**src/rtl/mod_counter_p.sv**
```systemverilog
// Bounded up/down counter over [LO,HI] with load, wrap-or-saturate at the bounds, and wrap/overflow/saturation flags.
// One clock from en/load to q; tc is combinational from q and dir; there is no backpressure, and a step is taken on every enabled edge.
module mod_counter_p #(
  parameter int WIDTH   = 6,
  parameter int LO      = 0,
  parameter int HI      = 9,
  parameter int RST_VAL = 0
) (
  input  logic             clk,
  input  logic             rst_n,
  input  logic             en,
  input  logic             dir,
  input  logic             sat_mode,
  input  logic             load,
  input  logic [WIDTH-1:0] d,
  input  logic             clr_ovf,
  output logic [WIDTH-1:0] q,
  output logic             tc,
  output logic             wrap,
  output logic             ovf,
  output logic             sat
);

  localparam logic [WIDTH-1:0] LO_V   = LO[WIDTH-1:0];
  localparam logic [WIDTH-1:0] HI_V   = HI[WIDTH-1:0];
  localparam logic [WIDTH-1:0] RST_V  = RST_VAL[WIDTH-1:0];
  localparam logic [WIDTH-1:0] SPAN_V = HI_V - LO_V;

  logic [WIDTH-1:0] d_ofs;
  logic             d_in_range;
  logic [WIDTH-1:0] bound_far;

  // Offset compare: any d below LO wraps to a large offset, so one unsigned test covers both bounds.
  assign d_ofs      = d - LO_V;
  assign d_in_range = (d_ofs <= SPAN_V);
  assign bound_far  = dir ? HI_V : LO_V;
  assign tc         = dir ? (q == LO_V) : (q == HI_V);

  always_ff @(posedge clk) begin
    if (!rst_n) begin
      q    <= RST_V;
      wrap <= 1'b0;
      ovf  <= 1'b0;
      sat  <= 1'b0;
    end else begin
      wrap <= 1'b0;
      if (clr_ovf) begin
        ovf <= 1'b0;
      end
      if (load) begin
        q   <= d_in_range ? d : bound_far;
        sat <= 1'b0;
      end else if (en) begin
        if (!tc) begin
          q   <= dir ? (q - 1'b1) : (q + 1'b1);
          sat <= 1'b0;
        end else if (!sat_mode) begin
          // A wrap sets ovf even when clr_ovf is asserted on the same edge.
          q    <= bound_far;
          wrap <= 1'b1;
          ovf  <= 1'b1;
          sat  <= 1'b0;
        end else begin
          sat <= 1'b1;
        end
      end
    end
  end

endmodule

```
**config.mk**
```make
export PLATFORM = sky130hd
export DESIGN_NAME = mod_counter_p
export DESIGN_NICKNAME = d
export VERILOG_FILES = /design/src/rtl/mod_counter_p.sv
export SDC_FILE = /design/constraint.sdc
export NUM_CORES = 1
export LEC_CHECK = 0
export CAP_MARGIN = 5
export CELL_PAD_IN_SITES_DETAIL_PLACEMENT = 1
export CELL_PAD_IN_SITES_GLOBAL_PLACEMENT = 1
export CORE_MARGIN = 3
export CORE_UTILIZATION = 32
export DETAILED_ROUTE_END_ITERATION = 7
export PLACE_DENSITY = 0.86
export SLEW_MARGIN = 20
export SYNTH_ARGS = -nofsm -noshare
export SYNTH_HDL_FRONTEND = slang
export SYNTH_SLANG_ARGS = --single-unit
```
**constraint.sdc**
```tcl
create_clock -name clk -period 2.05 [get_ports clk]
set_clock_uncertainty 0.15 [all_clocks]
set_input_delay 0.3075 -clock clk [delete_from_list [all_inputs] [get_ports clk]]
set_output_delay 0.3075 -clock clk [all_outputs]
set_load 0.02 [all_outputs]
```
==> metrics.md <==
| Metric | Value |
|---|---|
| Layout cell share with drive strength beyond 1 | `0.179` |
| Total congestion overflow | `0` |
| LEAKAGE | `about 0.44 nW` |
| Worst skew pair latency | `approximately 270 ps` |
| Initial drt markers | `17` |
| Syn avg cell area | `between 8 and 9 um^2` |
| Crit path time final | `between 1500 and 2000 ps` |
| Highest Clock Rate | `~500 MHz` |
| First-pass GRT wire length | `between 4000 and 5000 um` |
| Initial Util | `0.347` |
| PwrDens | `between 600 and 700 mW/mm^2` |
| Clock Sinks | `9` |
| Nets | `~130` |
| Mux share of post-synthesis cell area | `0.0144` |
| Num ports | `23` |
| Synth Area in Adders | `0.101` |
| Mapped Area | `between 600 and 700 um^2` |
| Die Wd | `between 50 and 60 um` |
| Port bufs | `22` |
| Cell variety after synth | `38` |
| Register area share after synthesis | `0.259` |
| Yosys reg bits | `9` |
| Post-Syn Instances | `slightly below 80` |
| Via-per-instance ratio | `~6` |
| Peak fanout along the critical path | `6` |
| Total core area | `approximately 0.002 mm^2` |
| Final hold violations | `0` |
| Worst endpoint required time | `between 2000 and 2500 ps` |
| Simple-gate portion of the synthesized area | `0.248` |
| Crit start category | `primary input` |
| Total length of routed wires | `roughly 2800 um` |
| Initial antenna violation count | `0` |
| Synth Area in Compound Gates | `0.308` |
| Final Max Slew Viols | `0` |
| Vias in the first global route | `890` |
| Ant diodes | `0` |
| Clock Pin Slew Worst Setup and Hold Paths | `around 80 ps` |
| GP Congestion | `0.825` |
| Synth Warn # | `0` |
| Placed Cells | `~140` |
| Wire per inst | `between 15 and 20 um` |
| Maximum number of pins on one net before global-route repair | `11` |
| Final setup vio count | `0` |
| TNS Setup | `0 ps` |
| Num CTS Buffers | `3` |
| Worst-margin pin slew | `approximately 450 ps` |
| Hold/Removal Path Class | `flop to flop` |
| CTS tree | `yes` |
| Max Cap Viol | `0` |
| Die ar. | `0.00277 mm^2` |
| RSZ-0062 raised after global routing | `false` |
| DR pass1 iterations | `4` |
| Post-route clock period utilization | `0.955` |
| Synth Area in XOR/XNOR | `0.0378` |
| Syn nets | `between 90 and 100` |
| Cts hold-fix bufs | `0` |
| Root Buffer Master | `clkbuf_4` |
| Main combinational cell family by area after synthesis | `compound AO/OA/AOI/OAI gates` |
| DR DRC count | `0` |
| Rel. slew slack | `0.697` |
| Arr. time, crit path | `1950 ps` |
| Max clock buf depth | `2` |
| Total track usage | `0.225` |
| Site row count | `16` |
| H-tree lvl count | `1` |
| Fin util | `0.526` |
| Worst VDD drop | `between 0.0002 and 0.0003 V` |
| Total number of vias | `834` |
| Crit. End Element | `flop` |
| Synthesis-to-layout area growth | `51.4%` |
| Status | `finished clean` |
| Finished Layout Cells | `139` |
| Fill cell count | `approximately 250` |
| Detailed placer's ending HPWL | `about 2100 um` |
| Post-CTS Setup Bufs | `0` |
| Antenna-violating nets left | `0` |
| Critical path class | `primary input to flop` |
| Die height | `~53 um` |
-- cells in the mapped netlist --
cell / count / share of area
inv_1: 4 / 0.022
nand2b_1: 1 / 0.0090
o32ai_1: 2 / 0.025
o21ai_2: 1 / 0.013
nor4_4: 1 / 0.031
nor4_1: 2 / 0.018
xor2_1: 3 / 0.038
o211ai_1: 1 / 0.011
nand2_1: 4 / 0.022
or3_1: 2 / 0.018
a211oi_1: 6 / 0.065
dfxtp_1: 9 / 0.26
o21ai_0: 2 / 0.014
nor2b_1: 2 / 0.018
nor3_1: 1 / 0.0072
or2_2: 1 / 0.0090
a311oi_2: 1 / 0.022
clkbuf_1: 2 / 0.011
a21boi_0: 1 / 0.011
a211o_1: 1 / 0.013
o21a_1: 1 / 0.011
ha_1: 4 / 0.072
nor3b_2: 1 / 0.018
a311oi_1: 1 / 0.013
a21o_1: 4 / 0.043
nor3b_1: 1 / 0.011
a21oi_1: 3 / 0.022
o22ai_1: 1 / 0.0090
mux2i_1: 1 / 0.014
or4b_1: 1 / 0.014
a41oi_1: 1 / 0.013
and2_1: 1 / 0.0090
nand3_1: 2 / 0.014
a32oi_1: 2 / 0.025
nand4_1: 3 / 0.027
fa_1: 1 / 0.029
nor2_1: 2 / 0.011
and3b_1: 1 / 0.013
-- where the power goes --
part | internal (W) | switching [W]
registers | 0.000188 | 0.0000241
clock network | 0.0000754 | 0.0000805
logic | 0.000141 | 0.000143
-- sequential cells by signal, indices dropped and copies added (netlist names) --
register / count
q: 6
ovf: 1
sat: 1
wrap: 1
-- stage by stage --
step / worst slack, ps / instance area (um^2) / hold slack (ps) / power (W)
4_1_cts: 47.2 / 1050 / 347 / 0.000645
6_report: 91.9 / 1050 / 342 / 0.000653
3_3_place_gp: -257 / 1020 / 306 / 0.000475
2_1_floorplan: 276 / 696 / 235 / 0.000356
3_5_place_dp: -409 / 1020 / 337 / 0.000492
5_1_grt: 3.23 / 1050 / 369 / 0.000685
-- timing repair --
action	4_1_cts	5_1_grt
endpoints found under the setup margin	5	2
endpoints found under the hold margin	0	0
resized for setup	3	2
cloned	0	0
pin swaps	0	0
-- routing by layer --
| metal | wire length, um | GRT usage |
|---|---|---|
| met1 | 1180 | 0.254 |
| met2 | 1400 | 0.393 |
| met3 | 97 | 0.0513 |
| met4 | 95 | 0.106 |
| met5 | 0 | 0 |
-- cell type report --
class / count / area (um^2) / share of cell area
inverter: 4 / 15.0 / 0.0143
timing repair buffer: 32 / 293 / 0.278
sequential: 9 / 181 / 0.172
multi-input combinational: 63 / 504 / 0.479
tap: 27 / 33.8 / 0.0321
clock buffer: 4 / 26.3 / 0.0249
-- worst max-delay path, stage by stage --
cell,delay [ps]
dlygate4sd2_1,310
buf_4,190
ha_1,330
or2_2,320
nand3_2,110
mux2i_1,250
o32ai_1,140
-- worst paths after layout --
path              start    to  slack, ps  cells past startpoint
setup / recovery    dir  q[5]         90                      7
hold / removal      ovf   ovf        340                      2
setup reg to reg   q[4]  q[5]        180                      5
hold reg to reg     ovf   ovf        340                      2
-- cells in the final DEF, fill, tap and decap left out, drive strengths merged, types with 4 or more instances in the layout --
cell type / count
clkdlybuf4s50: 20
a21o: 4
a211oi: 6
inv: 4
clkbuf: 4
dfxtp: 9
buf: 10
ha: 4
nand2: 4
-- cells by family (layout without fill, tap and decap cells) --
family                     Yosys count  after routing
xor gates and xnor gates             3              3
buffers and inverters                6             40
DFF                                  9              9
AOI/OAI and AO/OA                   28             28
muxes                                1              1
and+or+nand+nor                     26             26
adders and majority gates            5              5
(Power assumes the default switching activity.)
